## src/rtl/bank_cmd_arbiter_pkg.sv

```systemverilog
// Shared definitions for the bank command arbiter.
// Holds the {cas,ras,we} command encodings used by the bank machines, the
// refresher and the output slot, the default DRAM timing spacing values and a
// small helper that recognises an ACTIVATE.
package bank_cmd_arbiter_pkg;

   // Command encodings as {cas, ras, we}, 1 = asserted.
   typedef enum logic [2:0] {
      CMD_NOP = 3'b000,
      CMD_ACT = 3'b010,
      CMD_PRE = 3'b011,
      CMD_RD  = 3'b100,
      CMD_WR  = 3'b101,
      CMD_REF = 3'b110
   } cmd_e;

   // Default inter-bank ACTIVATE spacing, in cycles.
   localparam int DEFAULT_TRRD = 2;
   localparam int DEFAULT_TFAW = 8;

   // An ACTIVATE is ras asserted with cas and we both deasserted.
   function automatic logic is_act(input logic cas, input logic ras, input logic we);
      return ({cas, ras, we} == CMD_ACT);
   endfunction

endpackage

```

## src/rtl/bank_cmd_arbiter_if.sv

```systemverilog
// Command bus between the per-bank machines / refresher and the arbiter.
// Ports:
//   bm_*   per-bank command streams (valid/ready handshake, address, encoding, class)
//   ref_*  refresher command stream (valid/ready handshake, address, encoding)
//   out_*  registered single DRAM command slot
// Modports:
//   master  the command sources and slot consumer
//   slave   the arbiter
interface bank_cmd_arbiter_if #(
   parameter int NBANKS = 8,
   parameter int ABITS  = 14,
   parameter int BABITS = 3
);
   logic [NBANKS-1:0]       bm_valid;
   logic [NBANKS-1:0]       bm_ready;
   logic [NBANKS*ABITS-1:0] bm_a;
   logic [NBANKS-1:0]       bm_cas;
   logic [NBANKS-1:0]       bm_ras;
   logic [NBANKS-1:0]       bm_we;
   logic [NBANKS-1:0]       bm_is_cmd;
   logic [NBANKS-1:0]       bm_is_read;
   logic [NBANKS-1:0]       bm_is_write;

   logic                    ref_valid;
   logic                    ref_ready;
   logic [ABITS-1:0]        ref_a;
   logic                    ref_cas;
   logic                    ref_ras;
   logic                    ref_we;

   logic                    out_valid;
   logic [ABITS-1:0]        out_a;
   logic [BABITS-1:0]       out_ba;
   logic                    out_cas;
   logic                    out_ras;
   logic                    out_we;
   logic                    out_is_read;
   logic                    out_is_write;

   modport master (
      output bm_valid, bm_a, bm_cas, bm_ras, bm_we, bm_is_cmd, bm_is_read, bm_is_write,
      output ref_valid, ref_a, ref_cas, ref_ras, ref_we,
      input  bm_ready, ref_ready,
      input  out_valid, out_a, out_ba, out_cas, out_ras, out_we, out_is_read, out_is_write
   );

   modport slave (
      input  bm_valid, bm_a, bm_cas, bm_ras, bm_we, bm_is_cmd, bm_is_read, bm_is_write,
      input  ref_valid, ref_a, ref_cas, ref_ras, ref_we,
      output bm_ready, ref_ready,
      output out_valid, out_a, out_ba, out_cas, out_ras, out_we, out_is_read, out_is_write
   );

endinterface

```

## src/rtl/bank_cmd_arbiter_rr_picker.sv

```systemverilog
// Round-robin picker: given a request vector and a start pointer, returns the
// first requesting index found scanning upward from the pointer with wrap.
// Ports:
//   req        in   NBANKS  request per bank
//   ptr        in   IDXW    index where the scan starts (highest priority)
//   grant      out  NBANKS  one-hot grant, zero when nothing requests
//   grant_idx  out  IDXW    binary index of the granted bank
//   grant_any  out  1       some bank was granted
module bank_cmd_arbiter_rr_picker #(
   parameter int NBANKS = 8,
   parameter int IDXW   = 3
) (
   input  logic [NBANKS-1:0] req,
   input  logic [IDXW-1:0]   ptr,
   output logic [NBANKS-1:0] grant,
   output logic [IDXW-1:0]   grant_idx,
   output logic              grant_any
);

   // Walk the banks in priority order ptr, ptr+1, ... wrapping past NBANKS-1,
   // and stop at the first requester. The pointer is always below NBANKS, so
   // a single subtraction is enough to wrap.
   always_comb begin
      int pos;
      grant     = '0;
      grant_idx = '0;
      grant_any = 1'b0;
      pos       = 0;
      for (int k = 0; k < NBANKS; k++) begin
         pos = int'(ptr) + k;
         if (pos >= NBANKS) begin
            pos = pos - NBANKS;
         end
         for (int j = 0; j < NBANKS; j++) begin
            if (!grant_any && (j == pos) && req[j]) begin
               grant_any = 1'b1;
               grant[j]  = 1'b1;
               grant_idx = IDXW'(j);
            end
         end
      end
   end

endmodule

```

## src/rtl/bank_cmd_arbiter.sv

```systemverilog
// Arbitrates NBANKS bank-machine command streams plus one refresher stream
// onto a single registered DRAM command slot. The refresher has strict
// priority; banks are served round-robin. ACTIVATE spacing between banks is
// held to tRRD and tFAW. The bank address of the slot is the grant index.
// Ports:
//   sys_clk  in  clock
//   sys_rst  in  asynchronous active-high reset
//   bus      slave modport of bank_cmd_arbiter_if (bank/refresher inputs,
//            combinational ready outputs, registered out_* slot)
module bank_cmd_arbiter
   import bank_cmd_arbiter_pkg::*;
#(
   parameter int NBANKS = 8,
   parameter int ABITS  = 14,
   parameter int BABITS = 3,
   parameter int TRRD   = DEFAULT_TRRD,
   parameter int TFAW   = DEFAULT_TFAW
) (
   input  logic                 sys_clk,
   input  logic                 sys_rst,
   bank_cmd_arbiter_if.slave    bus
);

   localparam int TRRD_W = (TRRD > 1) ? $clog2(TRRD) : 1;
   localparam int FAW_CW = $clog2(TFAW + 1);

   logic [NBANKS-1:0] act_vec;
   logic [NBANKS-1:0] eligible;
   logic [NBANKS-1:0] grant;
   logic [BABITS-1:0] grant_idx;
   logic              grant_any;
   logic              bank_acc;
   logic              act_acc;
   logic              act_ok;
   logic [FAW_CW-1:0] faw_cnt;

   logic [ABITS-1:0]  sel_a;
   logic              sel_cas, sel_ras, sel_we, sel_rd, sel_wr;

   logic              out_valid_q, out_valid_d;
   logic [ABITS-1:0]  out_a_q, out_a_d;
   logic [BABITS-1:0] out_ba_q, out_ba_d;
   logic              out_cas_q, out_cas_d;
   logic              out_ras_q, out_ras_d;
   logic              out_we_q, out_we_d;
   logic              out_is_read_q, out_is_read_d;
   logic              out_is_write_q, out_is_write_d;
   logic [BABITS-1:0] rr_ptr_q, rr_ptr_d;
   logic [TRRD_W-1:0] trrd_q, trrd_d;
   logic [TFAW-1:0]   faw_q, faw_d;

   // Work out which banks may be granted this cycle. The ACT count only looks
   // at the newest TFAW-1 history bits: the oldest bit leaves the window at
   // the very edge a new ACT would be registered on, so it no longer counts
   // against that ACT.
   always_comb begin
      act_vec = '0;
      faw_cnt = '0;
      for (int i = 0; i < NBANKS; i++) begin
         act_vec[i] = is_act(bus.bm_cas[i], bus.bm_ras[i], bus.bm_we[i]);
      end
      for (int k = 0; k < TFAW - 1; k++) begin
         faw_cnt = faw_cnt + FAW_CW'(faw_q[k]);
      end
      act_ok   = (trrd_q == '0) && (faw_cnt < FAW_CW'(4));
      eligible = bus.bm_valid & (~act_vec | {NBANKS{act_ok}});
   end

   bank_cmd_arbiter_rr_picker #(
      .NBANKS (NBANKS),
      .IDXW   (BABITS)
   ) u_rr_picker (
      .req       (eligible),
      .ptr       (rr_ptr_q),
      .grant     (grant),
      .grant_idx (grant_idx),
      .grant_any (grant_any)
   );

   // The refresher pre-empts the banks outright, so a bank is only accepted
   // when the refresher is idle. Ready is combinational and the slot is never
   // back-pressured, so ready alone means accept.
   assign bank_acc      = grant_any & ~bus.ref_valid;
   assign bus.bm_ready  = bank_acc ? grant : '0;
   assign bus.ref_ready = bus.ref_valid;

   // Pull the granted bank's fields out with a one-hot OR mux.
   always_comb begin
      sel_a   = '0;
      sel_cas = 1'b0;
      sel_ras = 1'b0;
      sel_we  = 1'b0;
      sel_rd  = 1'b0;
      sel_wr  = 1'b0;
      act_acc = 1'b0;
      for (int i = 0; i < NBANKS; i++) begin
         if (grant[i]) begin
            sel_a   = bus.bm_a[i*ABITS +: ABITS];
            sel_cas = bus.bm_cas[i];
            sel_ras = bus.bm_ras[i];
            sel_we  = bus.bm_we[i];
            sel_rd  = bus.bm_is_read[i];
            sel_wr  = bus.bm_is_write[i];
            act_acc = act_vec[i] & bank_acc;
         end
      end
   end

   // Next slot contents and timing state. With nothing accepted the slot
   // becomes a NOP but keeps its last address and bank. Refresher commands
   // do not touch the round-robin pointer or the ACT spacing state.
   always_comb begin
      out_valid_d    = 1'b0;
      out_a_d        = out_a_q;
      out_ba_d       = out_ba_q;
      out_cas_d      = 1'b0;
      out_ras_d      = 1'b0;
      out_we_d       = 1'b0;
      out_is_read_d  = 1'b0;
      out_is_write_d = 1'b0;
      rr_ptr_d       = rr_ptr_q;
      trrd_d         = (trrd_q != '0) ? trrd_q - 1'b1 : '0;
      faw_d          = {faw_q[TFAW-2:0], act_acc};
      if (bus.ref_valid) begin
         out_valid_d = 1'b1;
         out_a_d     = bus.ref_a;
         out_ba_d    = '0;
         out_cas_d   = bus.ref_cas;
         out_ras_d   = bus.ref_ras;
         out_we_d    = bus.ref_we;
      end else if (bank_acc) begin
         out_valid_d    = 1'b1;
         out_a_d        = sel_a;
         out_ba_d       = grant_idx;
         out_cas_d      = sel_cas;
         out_ras_d      = sel_ras;
         out_we_d       = sel_we;
         out_is_read_d  = sel_rd;
         out_is_write_d = sel_wr;
         rr_ptr_d       = (grant_idx == BABITS'(NBANKS - 1)) ? '0 : grant_idx + 1'b1;
      end
      if (act_acc) begin
         trrd_d = TRRD_W'(TRRD - 1);
      end
   end

   // State register; reset clears the slot to NOP immediately along with all
   // arbitration and timing state.
   always_ff @(posedge sys_clk or posedge sys_rst) begin
      if (sys_rst) begin
         out_valid_q    <= 1'b0;
         out_a_q        <= '0;
         out_ba_q       <= '0;
         out_cas_q      <= 1'b0;
         out_ras_q      <= 1'b0;
         out_we_q       <= 1'b0;
         out_is_read_q  <= 1'b0;
         out_is_write_q <= 1'b0;
         rr_ptr_q       <= '0;
         trrd_q         <= '0;
         faw_q          <= '0;
      end else begin
         out_valid_q    <= out_valid_d;
         out_a_q        <= out_a_d;
         out_ba_q       <= out_ba_d;
         out_cas_q      <= out_cas_d;
         out_ras_q      <= out_ras_d;
         out_we_q       <= out_we_d;
         out_is_read_q  <= out_is_read_d;
         out_is_write_q <= out_is_write_d;
         rr_ptr_q       <= rr_ptr_d;
         trrd_q         <= trrd_d;
         faw_q          <= faw_d;
      end
   end

   assign bus.out_valid    = out_valid_q;
   assign bus.out_a        = out_a_q;
   assign bus.out_ba       = out_ba_q;
   assign bus.out_cas      = out_cas_q;
   assign bus.out_ras      = out_ras_q;
   assign bus.out_we       = out_we_q;
   assign bus.out_is_read  = out_is_read_q;
   assign bus.out_is_write = out_is_write_q;

endmodule

```

## src/flat_wrapper.sv

```systemverilog
// flat-port wrapper written by rule: the top's interface ports become plain ports
module bank_cmd_arbiter_flat import bank_cmd_arbiter_pkg::*;
#(
   parameter int NBANKS = 8,
   parameter int ABITS  = 14,
   parameter int BABITS = 3,
   parameter int TRRD   = DEFAULT_TRRD,
   parameter int TFAW   = DEFAULT_TFAW
)
  (sys_clk, sys_rst, bus_bm_valid, bus_bm_a, bus_bm_cas, bus_bm_ras, bus_bm_we, bus_bm_is_cmd, bus_bm_is_read, bus_bm_is_write, bus_ref_valid, bus_ref_a, bus_ref_cas, bus_ref_ras, bus_ref_we, bus_bm_ready, bus_ref_ready, bus_out_valid, bus_out_a, bus_out_ba, bus_out_cas, bus_out_ras, bus_out_we, bus_out_is_read, bus_out_is_write);
  bank_cmd_arbiter_if #(.NBANKS(NBANKS), .ABITS(ABITS), .BABITS(BABITS)) bus_i ();
  input  logic sys_clk;
  input  logic sys_rst;
  input wire logic [$bits(bus_i.bm_valid)-1:0] bus_bm_valid;
  input wire logic [$bits(bus_i.bm_a)-1:0] bus_bm_a;
  input wire logic [$bits(bus_i.bm_cas)-1:0] bus_bm_cas;
  input wire logic [$bits(bus_i.bm_ras)-1:0] bus_bm_ras;
  input wire logic [$bits(bus_i.bm_we)-1:0] bus_bm_we;
  input wire logic [$bits(bus_i.bm_is_cmd)-1:0] bus_bm_is_cmd;
  input wire logic [$bits(bus_i.bm_is_read)-1:0] bus_bm_is_read;
  input wire logic [$bits(bus_i.bm_is_write)-1:0] bus_bm_is_write;
  input wire logic [$bits(bus_i.ref_valid)-1:0] bus_ref_valid;
  input wire logic [$bits(bus_i.ref_a)-1:0] bus_ref_a;
  input wire logic [$bits(bus_i.ref_cas)-1:0] bus_ref_cas;
  input wire logic [$bits(bus_i.ref_ras)-1:0] bus_ref_ras;
  input wire logic [$bits(bus_i.ref_we)-1:0] bus_ref_we;
  output wire logic [$bits(bus_i.bm_ready)-1:0] bus_bm_ready;
  output wire logic [$bits(bus_i.ref_ready)-1:0] bus_ref_ready;
  output wire logic [$bits(bus_i.out_valid)-1:0] bus_out_valid;
  output wire logic [$bits(bus_i.out_a)-1:0] bus_out_a;
  output wire logic [$bits(bus_i.out_ba)-1:0] bus_out_ba;
  output wire logic [$bits(bus_i.out_cas)-1:0] bus_out_cas;
  output wire logic [$bits(bus_i.out_ras)-1:0] bus_out_ras;
  output wire logic [$bits(bus_i.out_we)-1:0] bus_out_we;
  output wire logic [$bits(bus_i.out_is_read)-1:0] bus_out_is_read;
  output wire logic [$bits(bus_i.out_is_write)-1:0] bus_out_is_write;
  assign bus_i.bm_valid = bus_bm_valid;
  assign bus_i.bm_a = bus_bm_a;
  assign bus_i.bm_cas = bus_bm_cas;
  assign bus_i.bm_ras = bus_bm_ras;
  assign bus_i.bm_we = bus_bm_we;
  assign bus_i.bm_is_cmd = bus_bm_is_cmd;
  assign bus_i.bm_is_read = bus_bm_is_read;
  assign bus_i.bm_is_write = bus_bm_is_write;
  assign bus_i.ref_valid = bus_ref_valid;
  assign bus_i.ref_a = bus_ref_a;
  assign bus_i.ref_cas = bus_ref_cas;
  assign bus_i.ref_ras = bus_ref_ras;
  assign bus_i.ref_we = bus_ref_we;
  assign bus_bm_ready = bus_i.bm_ready;
  assign bus_ref_ready = bus_i.ref_ready;
  assign bus_out_valid = bus_i.out_valid;
  assign bus_out_a = bus_i.out_a;
  assign bus_out_ba = bus_i.out_ba;
  assign bus_out_cas = bus_i.out_cas;
  assign bus_out_ras = bus_i.out_ras;
  assign bus_out_we = bus_i.out_we;
  assign bus_out_is_read = bus_i.out_is_read;
  assign bus_out_is_write = bus_i.out_is_write;
  bank_cmd_arbiter #(.NBANKS(NBANKS), .ABITS(ABITS), .BABITS(BABITS), .TRRD(TRRD), .TFAW(TFAW)) u_core (.sys_clk(sys_clk), .sys_rst(sys_rst), .bus(bus_i));
endmodule
```

## config.mk

```make
export PLATFORM = sky130hd
export DESIGN_NAME = bank_cmd_arbiter_flat
export DESIGN_NICKNAME = d
export VERILOG_FILES = /design/src/rtl/bank_cmd_arbiter_pkg.sv /design/src/rtl/bank_cmd_arbiter_if.sv /design/src/rtl/bank_cmd_arbiter_rr_picker.sv /design/src/rtl/bank_cmd_arbiter.sv /design/src/flat_wrapper.sv
export SDC_FILE = /design/constraint.sdc
export NUM_CORES = 1
export LEC_CHECK = 0
export ABC_CLOCK_PERIOD_IN_PS = 6800
export CELL_PAD_IN_SITES_DETAIL_PLACEMENT = 0
export CELL_PAD_IN_SITES_GLOBAL_PLACEMENT = 2
export CORE_MARGIN = 1.5
export CORE_UTILIZATION = 21
export DETAILED_ROUTE_END_ITERATION = 6
export PLACE_DENSITY_LB_ADDON = 0.1
export SLEW_MARGIN = 10
export SYNTH_ARGS = -nofsm -noshare
export SYNTH_HDL_FRONTEND = slang
export SYNTH_SLANG_ARGS = --single-unit
```

## constraint.sdc

```tcl
create_clock -name sys_clk -period 6.8 [get_ports sys_clk]
set_input_delay 1.36 -clock sys_clk [delete_from_list [all_inputs] [get_ports sys_clk]]
set_output_delay 1.36 -clock sys_clk [all_outputs]
set_load 0.02 [all_outputs]
```

==> run metrics <==
Final Worst Setup Slack 0.2854 ns; Psw 1.863 mW; simple-gate share of the synthesized area between 20 and 30%; Final Max Slew Viols 0; average vias per placed instance around 5.4; share of layout cells above drive strength 1 15.13%; fillcell total 2109; Mapped Nets 754; vias in the first global route 5711; largest net degree at the start of global routing 34; total grt overflow 0; Min-Delay Path Class reg -> reg; die width between 100 and 150 µm; Buffers & Inverters on Critical Path 4; Post-Synth XOR/XNOR Area 0%; Syn Std Cell Area 4187 µm²; most area-hungry cell type in the Yosys netlist dfrtp_1; first-pass GRT wire length ~38 mm; H-tree levels 2; starting density of the core between 20% and 30%; CTS tree yes; hold endpoint u_core.faw_q[4]; Chip Height 144.2 µm; Synth top cells by count nand2_1, a22oi_1, dfrtp_1; CP Launch Type flop; clock power share roughly 6.3%; mux cell area share after synthesis less than 1%; Final ANT Viol Nets 0; Synth top area share 19.73%; DRT Wirelength 27.29 mm; f_max 153.5 MHz; R2R setup slack 0.86 ns; post-synthesis compound-gate area fraction 39.69%; Arr. time, crit path 5.15 ns; leading cell types by total area after synthesis dfrtp_1, nand2_1, a22oi_1; Most used DFF post-synth dfrtp_1; dpl cells 1069; worst-path cell chain fa_1 > inv_1 > fa_1 > inv_1 > ha_1 > and3_4 > o21ai_1 > and2_1 > a22o_1 > or4b_4 > nor4b_4 > buf_4 > nand2_1 > o2bb2ai_1 > o21ai_1 > nor2_1 > dlygate4sd2_1; wire per inst 25.25 µm; # clock sinks 33; total of max-cap violations 0; EDFF count, synth 0; placed cell areas 6985 µm²; Synth Area in Adders 3.048%; leakage 2.951 nW; drc violations 0; initial antenna violation count 1; RR Endpoint u_core.rr_ptr_q[2]; #FFs+latches synth 33; Power Density between 400 and 500 nW/µm²; Final #Nets about 1000; TritonCTS Buffers 5; CP endpoint kind output pin; CP peak stage delay 0.63 ns; period utilization a little over nine tenths; CTS max path bufs 2; crit path max-delay cell type or4b_4; skew final a little under 0.007 ns; DRT iter0 DRCs 521; clock latency on the worst-skew pair 0.28 ns; die area 20790 µm²; most frequent cell after synthesis nand2_1; switch share 52.89%; GRT Resource Usage Total 25.35%; I/O pins 220; Critical Path RT 5.44 ns; status complete, no violations; Gate Count Post-Synth 557; hold path startpoint u_core.faw_q[3]; Final Hold Fails 0; RD Place Congestion around 0.99; FF/Latch Area 825.8 µm²; yosys warns 0; Combinational Power Share 84.0%; Vias 5867; First-pass DRT Iterations 6; Pint 1.659 mW; root buffer cell clkbuf_16; worst hold slack 0.3816 ns; CP max FO 8; Clock transition at path regs around 0.050 ns; Tightest Pin Transition between 0.8 and 0.9 ns; area growth from synthesis to final layout 71.82%; area of the core 19530 µm²; cell depth of the worst hold path 0; pre-CTS setup slack 0.04550 ns; hpwl dp 22.46 mm; largest family of logic cells by synthesized area compound AO/OA/AOI/OAI gates; Distinct cells, synth 80; Reg power frac 9.7%; area of the multi-input gates between 3000 and 4000 µm²; cell area after layout approximately 7200 µm²; RSZ-0062 raised after global routing false; Avg Cell Area, Syn 7.516 µm²; Max VDD drop 0.2434 mV; Pwr Total 3.522 mW; worst r2r src u_core.faw_q[1]; crit-path leading delay family simple AND/OR/NAND/NOR gates; ys async rst share 100.0%; Post-CTS Hold Buffers 0; Worst Reg2Reg Path Length in Cells 23; post-synthesis sequential area ratio around 20%; CP Class reg -> out; Slew headroom 45.07%; final std cells w/o fill between 1000 and 1500; setup violators final 0; min Tclk post-route 6.515 ns; # rows 51; # port buffers 211
## flip-flops by register name, indices dropped and copies added (netlist names)
name                     count
u_core.faw_q                 7
u_core.bus.out_is_read       1
u_core.bus.out_ba            3
u_core.bus.out_a            14
u_core.bus.out_cas           1
u_core.bus.out_we            1
u_core.bus.out_is_write      1
u_core.rr_ptr_q              3
u_core.bus.out_valid         1
u_core.bus.out_ras           1
## layer usage
metal	up-vias	share of wire (%)	GRT usage, %
li1	2710	-	-
met5	-	0	0
met2	288	48	42.79
met3	45	7.8	5.464
met1	2824	42	32.25
met4	0	2.5	7.602
## power groups by stage
stage	Clock, mW	Combinational (mW)	Sequential [mW]
final	0.222	2.96	0.340
after global routing	0.238	3.18	0.353
after CTS	0.230	2.92	0.341
after detailed placement	0	2.91	0.344
after global placement	0	2.95	0.338
after floorplan	0	1.56	0.406
## repair_timing
action                                  in CTS  in global routing
endpoints found under the setup margin       4                  4
gates resized for setup                      7                 10
gates cloned                                 0                  0
buffers inserted                             0                  1
pin swaps                                    1                  2
## cells by family after synthesis
kind of cell               after synthesis
and+or+nand+nor                        232
AOI/OAI and AO/OA                      219
buffers and inverters                   61
DFF                                     33
adders and majority gates                9
muxes                                    3
## worst max path at each step
| stage | from | endpoint | slack (ns) | depth (start not counted) |
|---|---|---|---|---|
| after global routing | u_core.faw_q[1] | bus_bm_ready[7] | 0.09 | 17 |
| after global placement | bus_bm_ras[5] | bus_bm_ready[7] | -0.05 | 14 |
| after CTS | u_core.faw_q[1] | bus_bm_ready[3] | 0.01 | 16 |
| final | u_core.faw_q[1] | bus_bm_ready[7] | 0.29 | 17 |
| after floorplan | u_core.faw_q[1] | bus_bm_ready[5] | 0.81 | 18 |
| after detailed placement | bus_bm_ras[5] | bus_bm_ready[7] | 0.05 | 14 |
## layout by cell type (no fill, tap or decap), types with 4 or more instances in the layout
cell and instances:
buf_4 80, nand3_1 14, a211o_1 13, a21oi_1 18, nor3b_1 8, clkdlybuf4s50_1 203
o21ai_0 28, o21ai_2 5, o22ai_1 5, o2bb2ai_1 4, a22o_1 4, a32o_1 4
and2_1 19, nand2b_1 6, nor3_1 18, nor2b_1 6, a22oi_1 35, ha_1 7
a31oi_1 19, nor2_1 32, a41oi_1 7, dlymetal6s2s_1 4, a222oi_1 17, clkbuf_16 5
nand4_1 9, dfrtp_1 33, nor3b_2 5, and3_1 17, a211oi_1 6, nand2_1 76
inv_1 20, o31ai_1 5
## worst reg2reg max path, delay by kind of cell (launching register included)
kind	cells	cell delay, ns
AO/OA/AOI/OAI	6	1.46
adder cells (fa/ha/maj)	5	1.79
buffers and inverters	7	0.99
flip-flops	1	0.40
AND/OR/NAND/NOR	5	1.18
## through the flow
stage | util, % | TNS, ns
6_report | 36.84 | 0
5_1_grt | 36.81 | 0
2_1_floorplan | - | 0
3_3_place_gp | 35.77 | -0.08434
4_1_cts | 36.56 | 0
3_5_place_dp | 35.77 | 0
## area by class of cell
type | instances | area share, %
tap | 265 | 4.609
sequential | 33 | 11.48
antenna | 3 | 0.1044
clock buffer | 8 | 1.896
inverter | 21 | 1.096
multi-input combinational | 463 | 43.40
timing repair buffer | 288 | 37.42
(Power assumes the default switching activity.)
